## src/rtl/serial_sequence_tx_pkg.sv

```systemverilog
// Shared definitions for the serial sequence link: FSM state type and counter sizing.
package serial_sequence_tx_pkg;

    typedef enum logic [1:0] {
        IDLE  = 2'd0,
        SHIFT = 2'd1,
        GAP   = 2'd2
    } tx_state_e;

    // Bits needed to index 0..n-1, never less than 1.
    function automatic int unsigned clog2(input int unsigned n);
        int unsigned bits;
        bits = 1;
        for (int unsigned v = 2; v < n; v = v * 2) begin
            bits = bits + 1;
        end
        return bits;
    endfunction

endpackage

```

## src/rtl/serial_sequence_tx_shift_reg.sv

```systemverilog
// Parallel-load, MSB-first shift register; the top reads the MSB as the next bit to send.
module serial_shift_reg #(
    parameter int unsigned WIDTH = 4
) (
    input  logic             clock,
    input  logic             reset,
    input  logic             load,
    input  logic             shift,
    input  logic [WIDTH-1:0] load_data,
    output logic             msb
);

    logic [WIDTH-1:0] q;

    always_ff @(posedge clock) begin
        if (reset) begin
            q <= '0;
        end else if (load) begin
            q <= load_data;
        end else if (shift) begin
            q <= {q[WIDTH-2:0], 1'b0};
        end
    end

    assign msb = q[WIDTH-1];

endmodule

```

## src/rtl/serial_sequence_tx.sv

```systemverilog
// Serial bit-pattern transmitter: MSB-first frames with optional inter-frame gap.
// Optional trailing even-parity bit per frame when SERIAL_TX_PARITY_EN is defined.
module serial_sequence_tx
    import serial_sequence_tx_pkg::*;
#(
    parameter int unsigned PATTERN_WIDTH = 4,
    parameter int unsigned GAP_CYCLES    = 1,
    parameter int unsigned COUNT_WIDTH   = 8
) (
    input  logic                     clock,
    input  logic                     reset,
    input  logic                     load_valid,
    output logic                     load_ready,
    input  logic [PATTERN_WIDTH-1:0] load_pattern,
    input  logic [COUNT_WIDTH-1:0]   load_repeat,
    output logic                     w,
    output logic                     w_valid,
    output logic                     frame_start,
    output logic                     busy,
    output logic                     done
);

`ifdef SERIAL_TX_PARITY_EN
    localparam int unsigned FRAME_LEN = PATTERN_WIDTH + 1;
`else
    localparam int unsigned FRAME_LEN = PATTERN_WIDTH;
`endif
    localparam int unsigned IDX_W  = clog2(FRAME_LEN);
    localparam int unsigned GAP_W  = clog2((GAP_CYCLES > 0) ? GAP_CYCLES : 1);
    localparam int unsigned GAP_LD = (GAP_CYCLES > 0) ? GAP_CYCLES - 1 : 0;

    tx_state_e                state;
    logic [PATTERN_WIDTH-1:0] pat_q;
    logic [COUNT_WIDTH-1:0]   rep_q;
    logic [IDX_W-1:0]         bit_idx;
    logic [GAP_W-1:0]         gap_cnt;

    logic                     last_bit;
    logic                     more_frames;
    logic                     sr_load;
    logic                     sr_shift;
    logic [PATTERN_WIDTH-1:0] sr_src;
    logic [PATTERN_WIDTH-1:0] sr_load_data;
    logic                     sr_msb;

    assign last_bit    = (bit_idx == '0);
    assign more_frames = (rep_q != COUNT_WIDTH'(1));

    // The MSB goes straight to w at frame start, so the shifter holds the remaining bits.
    always_comb begin
        sr_load  = 1'b0;
        sr_shift = 1'b0;
        sr_src   = pat_q;
        case (state)
            IDLE: begin
                sr_load = load_valid;
                sr_src  = load_pattern;
            end
            SHIFT: begin
                sr_load  = last_bit && more_frames && (GAP_CYCLES == 0);
                sr_shift = !last_bit;
            end
            GAP: begin
                sr_load = (gap_cnt == '0);
            end
            default: ;
        endcase
        sr_load_data = {sr_src[PATTERN_WIDTH-2:0], 1'b0};
    end

    serial_shift_reg #(
        .WIDTH(PATTERN_WIDTH)
    ) u_shift (
        .clock    (clock),
        .reset    (reset),
        .load     (sr_load),
        .shift    (sr_shift),
        .load_data(sr_load_data),
        .msb      (sr_msb)
    );

    always_ff @(posedge clock) begin
        if (reset) begin
            state       <= IDLE;
            pat_q       <= '0;
            rep_q       <= '0;
            bit_idx     <= '0;
            gap_cnt     <= '0;
            w           <= 1'b0;
            w_valid     <= 1'b0;
            frame_start <= 1'b0;
            busy        <= 1'b0;
            done        <= 1'b0;
            load_ready  <= 1'b1;
        end else begin
            done        <= 1'b0;
            frame_start <= 1'b0;
            case (state)
                IDLE: begin
                    if (load_valid) begin
                        pat_q       <= load_pattern;
                        rep_q       <= (load_repeat == '0) ? COUNT_WIDTH'(1) : load_repeat;
                        bit_idx     <= IDX_W'(FRAME_LEN - 1);
                        state       <= SHIFT;
                        w           <= load_pattern[PATTERN_WIDTH-1];
                        w_valid     <= 1'b1;
                        frame_start <= 1'b1;
                        busy        <= 1'b1;
                        load_ready  <= 1'b0;
                    end
                end
                SHIFT: begin
                    if (!last_bit) begin
                        bit_idx <= bit_idx - IDX_W'(1);
`ifdef SERIAL_TX_PARITY_EN
                        w       <= (bit_idx == IDX_W'(1)) ? ^pat_q : sr_msb;
`else
                        w       <= sr_msb;
`endif
                    end else if (more_frames) begin
                        rep_q <= rep_q - COUNT_WIDTH'(1);
                        if (GAP_CYCLES > 0) begin
                            state   <= GAP;
                            gap_cnt <= GAP_W'(GAP_LD);
                            w       <= 1'b0;
                            w_valid <= 1'b0;
                        end else begin
                            bit_idx     <= IDX_W'(FRAME_LEN - 1);
                            w           <= pat_q[PATTERN_WIDTH-1];
                            frame_start <= 1'b1;
                        end
                    end else begin
                        state      <= IDLE;
                        w          <= 1'b0;
                        w_valid    <= 1'b0;
                        busy       <= 1'b0;
                        done       <= 1'b1;
                        load_ready <= 1'b1;
                    end
                end
                GAP: begin
                    if (gap_cnt == '0) begin
                        state       <= SHIFT;
                        bit_idx     <= IDX_W'(FRAME_LEN - 1);
                        w           <= pat_q[PATTERN_WIDTH-1];
                        w_valid     <= 1'b1;
                        frame_start <= 1'b1;
                    end else begin
                        gap_cnt <= gap_cnt - GAP_W'(1);
                    end
                end
                default: begin
                    state <= IDLE;
                end
            endcase
        end
    end

endmodule

```

## config.mk

```make
export PLATFORM = sky130hd
export DESIGN_NAME = serial_sequence_tx
export DESIGN_NICKNAME = d
export VERILOG_FILES = /design/src/rtl/serial_sequence_tx_pkg.sv /design/src/rtl/serial_sequence_tx_shift_reg.sv /design/src/rtl/serial_sequence_tx.sv
export SDC_FILE = /design/constraint.sdc
export NUM_CORES = 1
export LEC_CHECK = 0
export CORE_ASPECT_RATIO = 0.9
export CORE_MARGIN = 2
export CORE_UTILIZATION = 40
export DETAILED_ROUTE_END_ITERATION = 8
export SYNTH_ARGS = -nofsm -noshare
export SYNTH_HDL_FRONTEND = slang
export SYNTH_HIERARCHICAL = 1
export SYNTH_SLANG_ARGS = --single-unit
```

## constraint.sdc

```tcl
create_clock -name clock -period 5.39 [get_ports clock]
set_input_delay 1.3475 -clock clock [delete_from_list [all_inputs] [get_ports clock]]
set_output_delay 1.3475 -clock clock [all_outputs]
set_load 0.03 [all_outputs]
```

# --- Word-level counts from Yosys, hierarchy flattened ---
# Index checks and enable logic that the tools add are counted.
# W data, S select, Z words.
word_totals:
  ff_bits: 26
  inputBits: 15
  output_inout_bits: 6
  word_cells: 86
op_classes:
  n_addsub: 3
  n_eq_ne: 9
  muxes: 42
  bitwise_logic: 3
  n_reduce_logical: 17
ops:
  columns: ["operator", "count"]
  rows:
  - ["$mux W8", 4]
  - ["$mux W1", 18]
  - ["$pmux W8 S2", 1]
  - ["$reduce_and A4 Y1", 4]
  - ["$mux W2", 7]
  - ["$ne A2 B2 Y1 const B", 6]
  - ["$pmux W2 S3", 2]
  - ["$pmux W1 S2", 5]
  - ["$reduce_and A3 Y1", 3]
  - ["$logic_not A8 Y1", 1]
  - ["$mux W4", 2]
  - ["$ne A8 B1 Y1 const B", 1]
  - ["$sub A8 B1 Y8 const B", 1]
  - ["$pmux W1 S3", 2]
  - ["$reduce_bool A2 Y1", 3]
  - ["$logic_not A2 Y1", 2]
  - ["$mux W3", 1]
  - ["$not A1 Y1", 3]
  - ["$reduce_bool A3 Y1", 1]
  - ["$reduce_or A3 Y1", 1]
  - ["$eq A2 B1 Y1 const B", 1]
  - ["$eq A2 B2 Y1 const B", 1]
  - ["$reduce_and A2 Y1", 1]
  - ["$sub A2 B1 Y2 const B", 1]
  - ["other kinds (2)", 2]

# --- Logic depth before layout (Yosys ltp) ---
# Gate-level depths: netlist of the first run.
depth:
  ltp_word: 5
  ltp_mapped: 8
  ltp_nobuf: 6

# --- Hierarchy ---
# Netlist of the first run, hierarchy kept.
by_module_without_submodules:
  columns: ["module", "n_inst", "cells_each", "area_each_um2", "seq_area_each_um2"]
  rows:
  - ["serial_sequence_tx", 1, 160, 1360.1, 440.4]
  - ["serial_shift_reg", 1, 17, 172.7, 80.1]

# --- Worst setup path after synthesis of the first run ---
# Ideal clock, no wire load.
synth_timing:
  path_kind: "input port to flip-flop"
  startpoint: "input port load_valid"
  endpoint: "register rep_q[1]"
  setup_time_ps: 91
  arrival_ps: 2301
  required_time_ps: 5299
  setup_slack_ps: 2998
  path_stages: 6
  n_path_buf: 2
  cell_sequence: "buf_4 nor2b_4 buf_2 nor3_1 a21oi_1 a311oi_1"
synth_between:
  elab_chain_cells: 2
synth_rtl:
  columns: ["item", "line_no", "text"]
  rows:
  - ["start: declaration", "serial_sequence_tx.sv:12", "input logic load_valid,"]
  - ["$ne A2 B2 Y1 (no line)", null, null]
  - ["$reduce_and A4 Y1 (no line)", null, null]
  - ["end signal: assignment", "serial_sequence_tx.sv:102", "rep_q <= (load_repeat == '0) ? COUNT_WIDTH'(1) : load_repeat;"]
  - ["end signal: assignment", "serial_sequence_tx.sv:121", "rep_q <= rep_q - COUNT_WIDTH'(1);"]
  - ["end: declaration", "serial_sequence_tx.sv:34", "logic [COUNT_WIDTH-1:0] rep_q;"]
# Every way passes these cells.
# A chain may end at the register's enable or synchronous reset.

# --- Worst setup path in the final report of the first run ---
# Ends and elaborated chain as after synthesis.

==> flow_summary.yaml, run 1 <==
run_status:
  status: "finished, final reports clean"
synthesis:
  synth_area_sq_um: 1530
  ys_async_sr_fraction_pct: 0
  synth_largest_area_cell: "dfxtp_1"
  synth_edf_count: 0
  synth_top_area_share_pct: 34.0
  synth_common_cells: "dfxtp_1 (26), nand2_1 (16), a21oi_1 (15)"
  synth_nets: 199
  synth-warning-count: 6
  synth-seq-cells: 26
  netlist_instances: 177
  synth_flop_cell: "dfxtp_1"
  ys_seq_area_share_pct: 34.0
  synth_most_common_cell: "dfxtp_1"
  ys_types: 52
  postSynthAreaPerCell_sq_um: 8.66
  synth_area_leaders: "dfxtp_1 (34%), ha_1 (5.7%), a21oi_1 (4.9%)"
route:
  drt-initial-drc-count: 70
  drc: 0
  final_antenna_net_count: 0
  wl_per_cell_um: 14.8
  drtPass1Iterations: 4
  vias: 1298
  vias_per_cell: 5.48
  routed_wl_um: 3520
floorplanning:
  dieArea_sq_um: 4340
  core_area_sq_um: 3700
  rows: 21
  ios: 21
  initial_core_util_pct: 41.4
  die-width_um: 69.3
  die_h_um: 62.7
setup_path:
  cp-start-kind: "input port"
  r2r_start: "state[1]$_SDFFE_PP0P_"
  crit_chain: "clkdlybuf4s50_1 -> nor2b_4 -> nor3_1 -> a21oi_1 -> a311oi_1"
  cp.arrival_ns: 2.95
  critical-path-max-stage-delay_ns: 0.69
  worst_r2r_path_depth: 6
  path_max_fanout: 12
  timing.critical_path.to: "rep_q[1]$_SDFFE_PP0P_"
  slowest_stage: "clkdlybuf4s50_1"
  crit_type: "input port to flop"
  r2r_slack_ns: 2.70
  crit_path_end_kind: "flop"
  startpoint: "load_valid"
  r2r_end: "rep_q[0]$_SDFFE_PP0P_"
  cp.required_ns: 5.55
global_route:
  grt_overflow_total: 0
  grt_pass1_vias: 1284
  grt_max_degree: 29
  track_usage_pct: 17.1
  antenna_found_initial: 0
  grt_pass1_wl_um: 6170
placement:
  gp_congestion: 0.872
  hpwl_um: 2550
  placed_cell_area_sq_um: 1730
  portBuffers: 20
sta:
  tns_ns: 0
  min_period_over_period_pct: 51.8
  rsz0062_at_grt: "false"
  min_period_ns: 2.79
  finalHoldViolCount: 0
  tightestPinTransition_ns: 1.04
  fmax_ghz: 0.358
  clock_skew_ns: 0.00973
  slew_headroom_pct: 30.4
  slew_violations: 0
  setup-violations-final: 0
cts:
  clk_latency_ns: 0.27
  clk_pin_slew_ns: 0.10
  cts_root_buf: "clkbuf_8"
  cts_tree: "built"
  cts_buffers: 3
  clkSinkCount: 26
  ctsHoldBuffers: 0
  post-cts-setup-buffers: 0
  clockBufferDepth: 2
  cts_resized: 0
  htreeDepth: 1
power:
  power_density_nw_per_um2: 524
  peakVddDrop_mv: 0.319
  power.leakage_nw: 0.669
layout:
  antenna_cells: 0
  nNetsFinal: 214
  drive_gt1_share_pct: 8.38
  area_growth_pct: 17.6
  final_cell_area_sq_um: 1800
  nFillCells: 355
hold_path:
  hold_class: "flop to flop"
job:
  maxCapViolCount: 0
-- how the worst min path moves through the flow --
| stage | depth (start not counted) | endpoint | from | slack, ns |
|---|---|---|---|---|
| floorplan | 2 | pat_q[0]$_SDFFE_PP0P_ | pat_q[0]$_SDFFE_PP0P_ | 0.43 |
| global placement | 2 | pat_q[0]$_SDFFE_PP0P_ | pat_q[0]$_SDFFE_PP0P_ | 0.44 |
| detailed placement | 2 | w$_SDFFE_PP0P_ | w$_SDFFE_PP0P_ | 0.45 |
| CTS | 2 | pat_q[3]$_SDFFE_PP0P_ | pat_q[3]$_SDFFE_PP0P_ | 0.47 |
| global route | 2 | pat_q[3]$_SDFFE_PP0P_ | pat_q[3]$_SDFFE_PP0P_ | 0.48 |
| finish | 2 | w$_SDFFE_PP0P_ | w$_SDFFE_PP0P_ | 0.46 |
-- where the power goes --
part / switching (mW) / internal (mW) / total (mW)
registers: 0.0567 / 0.247 / 0.304
logic: 0.270 / 0.208 / 0.477
clock network: 0.0642 / 0.0994 / 0.164
total: 0.391 / 0.554 / 0.945
-- critical path, delay by kind of cell --
family	cells	cell delay (ns)
AND/OR/NAND/NOR	2	0.53
AO/OA/AOI/OAI	2	0.38
buffers and inverters	1	0.69
-- layout make-up --
cell class	count	area (sq um)	share of cell area, %
clock inverter	1	30.0	1.67
inverter	10	37.5	2.08
tap	46	57.6	3.19
timing repair buffer	20	200	11.1
clock buffer	3	41.3	2.29
multi-input combinational	131	916	50.8
sequential	26	520	28.9
-- cells by family (layout without fill, tap and decap cells) --
| group | Yosys count | after routing | share of synthesized area (%) |
|---|---|---|---|
| DFF | 26 | 26 | 34.0 |
| buffers and inverters | 20 | 34 | 6.29 |
| and+or+nand+nor | 68 | 68 | 25.6 |
| muxes | 8 | 8 | 5.55 |
| adders and majority gates | 7 | 7 | 5.71 |
| other | 1 | 1 | 0.245 |
| AOI/OAI and AO/OA | 47 | 47 | 22.6 |
-- state kept, by name, summed over array words and instances (netlist names) --
register and flops:
frame_start 1, w 1, done 1, u_shift/q 4
load_ready 1, state 2, busy 1, rep_q 8
pat_q 4, w_valid 1, bit_idx 2
-- through the flow --
step	setup WS, ns	hold slack (ns)	power, mW	instances	util, %
2_1_floorplan	3.00	0.434	0.678	177	-
3_3_place_gp	2.37	0.443	0.769	233	46.7
3_5_place_dp	2.31	0.453	0.781	233	46.7
4_1_cts	2.62	0.468	0.951	237	48.7
5_1_grt	2.47	0.484	1.01	237	48.7
6_report	2.60	0.463	0.945	237	48.7
-- per-layer routing --
layer | vias up | wire [um] | global-route usage (%) | share of wire [%]
li1 | 669 | - | - | -
met1 | 613 | 1800 | 24.0 | 51
met2 | 12 | 1600 | 26.4 | 45
met3 | 4 | 91 | 4.19 | 2.6
met4 | 0 | 31 | 3.92 | 0.88
met5 | - | 0 | 0 | 0
-- placed cells by master, fill, tap and decap left out, types with 5 or more instances in the layout --
cell,synthesis,routed
a21oi_1,15,15
clkdlybuf4s50_1,0,20
dfxtp_1,26,26
ha_1,7,7
inv_1,10,10
nand2_1,16,16
nand3_1,9,9
nor2_1,11,11
nor2b_1,5,5
nor3_1,8,8
(Power assumes the default switching activity.)
==> run 2: changes to the inputs <==
clock period = 2.55 ns   (was 5.39 ns; I/O delays follow)
==> run 2 against run 1 <==
Compared with the run above: worst hold slack worse by 0.0062 ns; die area unchanged; utilization up 0.20 points; clock power up 37%; via count up 5.6%; sequential power up 110%; worst setup slack worse by 2.1 ns; combinational power up 120%; power up 100%; critical path type unchanged.
==> flow_summary.yaml, run 2 (synthesis results as in run 1) <==
run_status:
  status: "finished, final reports clean"
layout:
  most-common-layout-cells: "dfxtp_1 (26), clkdlybuf4s50_1 (20), nand2_1 (16)"
  mostFrequentLayoutCell: "dfxtp_1"
  nFillCells: 338
  largest_reg_flops: 8
  largest-register: "rep_q"
  final_cell_area_sq_um: 1810
  top_regs: "rep_q x8, pat_q x4, u_shift/q x4"
  final_cells: 241
  area_growth_pct: 18.1
  drive_gt1_share_pct: 10.3
  finish.utilization_pct: 48.9
  antenna_cells: 0
  nNetsFinal: 219
global_route:
  grt_pass1_vias: 1303
  grt_max_degree: 21
  antenna_found_initial: 0
  grt_overflow_total: 0
  track_usage_pct: 16.9
  grt_pass1_wl_um: 6020
placement:
  hpwl_um: 2700
  gp_congestion: 0.851
  portBuffers: 20
  dp.cells: 238
  placed_cell_area_sq_um: 1770
sta:
  fmax_ghz: 0.476
  tns_ns: 0
  min_period_ns: 2.10
  slew_headroom_pct: 67.2
  finalHoldViolCount: 0
  min_period_over_period_pct: 82.3
  tightestPinTransition_ns: 0.487
  rsz0062_at_grt: "false"
  slew_violations: 0
  setup-violations-final: 0
  clock_skew_ns: 0.00192
setup_path:
  cp.arrival_ns: 2.24
  path_max_fanout: 12
  worst_r2r_path_depth: 6
  crit_type: "input port to flop"
  crit_chain: "clkdlybuf4s50_1 -> nor2b_4 -> or3_4 -> a2bb2oi_1 -> o211ai_1"
  r2r_start: "state[0]$_SDFFE_PP0P_"
  critical-path-max-stage-delay_ns: 0.67
  r2r_end: "rep_q[5]$_SDFFE_PP0P_"
  crit_path_end_kind: "flop"
  cp.required_ns: 2.69
  r2r_slack_ns: 0.65
  cp-start-kind: "input port"
  slowest_stage: "clkdlybuf4s50_1"
  startpoint: "load_valid"
floorplanning:
  core_area_sq_um: 3700
  die-width_um: 69.3
  rows: 21
  dieArea_sq_um: 4340
  ios: 21
  die_h_um: 62.7
  initial_core_util_pct: 41.4
route:
  vias_per_cell: 5.69
  drc: 0
  drtPass1Iterations: 4
  drt-initial-drc-count: 69
  vias: 1371
  highest_layer: "met4"
  routed_wl_um: 3600
  wl_met3_um: 161
  final_antenna_net_count: 0
  drt-met1-wl_um: 1790
  wl_per_cell_um: 14.9
  route.met2.wl_um: 1640
cts:
  htreeDepth: 1
  cts_root_buf: "clkbuf_8"
  clockBufferDepth: 2
  clk_pin_slew_ns: 0.08
  cts_buffers: 3
  clk_latency_ns: 0.26
  cts_tree: "built"
  post-cts-setup-buffers: 0
  clkSinkCount: 26
  ctsHoldBuffers: 0
  cts_resized: 0
hold_path:
  min_to: "w$_SDFFE_PP0P_"
  worstHoldStart: "w$_SDFFE_PP0P_"
  hold_class: "flop to flop"
  hold_path_depth: 2
job:
  maxCapViolCount: 0
power:
  power.leakage_nw: 0.680
  peakVddDrop_mv: 0.538
  power_density_nw_per_um2: 1060
run 2: through the flow:
stage,setup WS [ns],hold WS [ns],power [mW]
CTS,0.490,0.464,1.93
finish,0.451,0.457,1.92
global placement,0.277,0.445,1.67
detailed placement,0.224,0.451,1.70
floorplan,0.810,0.434,1.43
global route,0.399,0.494,2.08
run 2: worst max-delay path by stage:
stage                     slack (ns)                         to  cells past startpoint
after floorplan                 0.81      rep_q[6]$_SDFFE_PP0P_                      8
after global placement          0.28      rep_q[6]$_SDFFE_PP0P_                      5
after detailed placement        0.22      rep_q[5]$_SDFFE_PP0P_                      5
after CTS                       0.49      rep_q[5]$_SDFFE_PP0P_                      5
after global routing            0.40  u_shift/q[0]$_SDFFE_PP0P_                      5
final                           0.45      rep_q[5]$_SDFFE_PP0P_                      5
run 2: final cells by class:
class / instances / area [sq um] / area share (%)
clock buffers: 3 / 41.3 / 2.28
inverters: 10 / 37.5 / 2.07
multi-input cells: 131 / 916 / 50.6
flip-flops and latches: 26 / 520 / 28.7
well taps: 46 / 57.6 / 3.18
repair buffers: 25 / 238 / 13.1
run 2: power by group:
group / internal (mW) / total [mW] / switching, mW
clock network: 0.106 / 0.225 / 0.120
registers: 0.522 / 0.639 / 0.117
logic: 0.471 / 1.06 / 0.587
total: 1.10 / 1.92 / 0.823
run 2: critical path: cells and delay by family:
kind                   cells  cell delay [ns]
AO/OA/AOI/OAI              2             0.34
buffers and inverters      1             0.67
AND/OR/NAND/NOR            2             0.58
run 2: per-layer routing:
metal	track usage (%)	up-vias
met2	27.0	27
met5	0	-
li1	-	672
met4	2.70	0
met3	4.19	2
met1	23.5	670
==> run 3: changes to the inputs <==
clock period = 1.7 ns   (was 2.55 ns; I/O delays follow)
==> run 3 against run 2 <==
Compared with the run above: clock power is 77% higher; flip-flop and latch count unchanged; non-clock buffer count up 23; critical path depth rose by 1; critical endpoint is now rep_q[0]$_SDFFE_PP0P_; largest power group unchanged.
==> flow_summary.yaml, run 3 (synthesis results as in run 1) <==
sta:
  tns_ns: 0
  fmax_ghz: 0.610
  rsz0062_at_grt: "true"
  slew_violations: 0
  min_period_over_period_pct: 96.5
  finalHoldViolCount: 0
  min_period_ns: 1.64
  setup-violations-final: 0
  clock_skew_ns: 0.0108
floorplanning:
  die-width_um: 69.3
  die_h_um: 62.7
  core_area_sq_um: 3700
  rows: 21
  dieArea_sq_um: 4340
  ios: 21
  initial_core_util_pct: 41.4
hold_path:
  hold_class: "flop to flop"
route:
  wl_per_cell_um: 13.9
  drt-initial-drc-count: 120
  vias: 1439
  final_antenna_net_count: 0
  drc: 0
  vias_per_cell: 5.43
  routed_wl_um: 3670
  drtPass1Iterations: 4
setup_path:
  crit_type: "flop to flop"
  r2r_end: "rep_q[0]$_SDFFE_PP0P_"
  cp.required_ns: 1.87
  slowest_stage: "or3_4"
  crit_chain: "inv_2 -> ha_4 -> nor2b_4 -> or3_4 -> a2111oi_4 -> nor3_1"
  worst_r2r_path_depth: 6
  path_max_fanout: 8
  timing.critical_path.to: "rep_q[0]$_SDFFE_PP0P_"
  startpoint: "state[0]$_SDFFE_PP0P_"
  cp-start-kind: "flop"
  cp.arrival_ns: 1.81
  r2r_slack_ns: 0.06
  crit_path_end_kind: "flop"
  r2r_start: "state[0]$_SDFFE_PP0P_"
  critical-path-max-stage-delay_ns: 0.45
power:
  p_sw_mw: 1.35
  intPower_mw: 1.99
  power_density_nw_per_um2: 1610
  seqPwrFrac_pct: 28.3
  p_clk_share_pct: 11.9
  sw_frac_of_total_pct: 40.4
  finalPower_mw: 3.34
  combPwrFrac_pct: 59.8
  peakVddDrop_mv: 0.703
  power.leakage_nw: 0.866
placement:
  hpwl_um: 2610
  portBuffers: 20
  gp_congestion: 0.790
global_route:
  grt_pass1_vias: 1345
  grt_max_degree: 23
  track_usage_pct: 16.8
  grt_overflow_total: 0
  antenna_found_initial: 0
  grt_pass1_wl_um: 6040
cts:
  cts_buffers: 3
  clk_latency_ns: 0.27
  cts_tree: "built"
  cts_root_buf: "clkbuf_8"
  clockBufferDepth: 2
  ctsHoldBuffers: 0
  clk_pin_slew_ns: 0.09
  clkSinkCount: 26
  htreeDepth: 1
layout:
  largest_reg_flops: 8
  antenna_cells: 0
  regArea_sq_um: 523
  area_growth_pct: 34.9
  largest-register: "rep_q"
  nNetsFinal: 242
  nFillCells: 329
  top_regs: "rep_q x8, pat_q x4, u_shift/q x4"
  finish.utilization_pct: 55.8
  multi_input_area_sq_um: 950
  most-common-layout-cells: "dfxtp_1 (24), buf_4 (24), nand2_1 (15), a21oi_1 (15), clkdlybuf4s50_1 (13)"
  drive_gt1_share_pct: 24.7
run_status:
  status: "finished, final reports clean"
job:
  maxCapViolCount: 0
run 3: changes by cell type in the layout (fill, tap and decap cells not counted), sizes merged:
| cell | previous run | this run |
|---|---|---|
| buf | 5 | 28 |
| clkbuf | 3 | 4 |
| clkdlybuf4s50 | 20 | 13 |
| dlygate4sd2 | 0 | 4 |
| dlymetal6s2s | 0 | 3 |
run 3: metal layers:
layer / share of wire (%) / global-route usage (%) / vias to the layer above
met3: 3.4 / 4.03 / 4
met2: 46 / 27.0 / 28
met1: 50 / 22.8 / 679
li1: - / - / 728
met4: 0.63 / 3.68 / 0
met5: 0 / 0 / -
run 3: metrics by stage:
| stage | std cells | setup WS [ns] | cell area, sq um | hold slack [ns] |
|---|---|---|---|---|
| CTS | 256 | 0.00489 | 1940 | 0.461 |
| floorplan | 177 | 0.0111 | 1540 | 0.434 |
| detailed placement | 252 | -0.192 | 1890 | 0.449 |
| finish | 265 | 0.0594 | 2070 | 0.457 |
| global placement | 252 | -0.169 | 1890 | 0.443 |
| global route | 265 | -0.0390 | 2070 | 0.485 |
run 3: repair_timing:
item	CTS	global route
buffers inserted	0	9
endpoints found under the setup margin	5	19
gates resized for setup	5	14
pin swaps	0	4
hold endpoints to repair	0	0
run 3: final cells by class:
cell class	count	area share, %
Multi-Input combinational cell	131	45.9
Inverter	10	1.81
Sequential cell	26	25.3
Timing Repair Buffer	48	21.5
Clock buffer	4	2.66
Tap cell	46	2.78
run 3: how the worst min path moves through the flow:
stage,startpoint,endpoint,slack [ns],cells past startpoint
detailed placement,w$_SDFFE_PP0P_,w$_SDFFE_PP0P_,0.45,2
CTS,w$_SDFFE_PP0P_,w$_SDFFE_PP0P_,0.46,2
global route,pat_q[1]$_SDFFE_PP0P_,pat_q[1]$_SDFFE_PP0P_,0.48,2
global placement,pat_q[1]$_SDFFE_PP0P_,pat_q[1]$_SDFFE_PP0P_,0.44,2
finish,w$_SDFFE_PP0P_,w$_SDFFE_PP0P_,0.46,2
floorplan,pat_q[0]$_SDFFE_PP0P_,pat_q[0]$_SDFFE_PP0P_,0.43,2
run 3: critical path: cells and delay by family (launching register included):
family	cells	cell delay [ns]
compound gates	1	0.28
fa+ha+maj	1	0.16
simple gates	3	0.67
buf+inv	1	0.06
flops	1	0.36
run 3: power by group through the flow:
stage          logic, mW  registers (mW)  clock network, mW
3_5_place_dp        1.71           0.954                  0
2_1_floorplan       1.15            1.00                  0
4_1_cts             1.70           0.939              0.417
5_1_grt             2.17           0.970              0.442
3_3_place_gp        1.69           0.946                  0
6_report            2.00           0.943              0.398
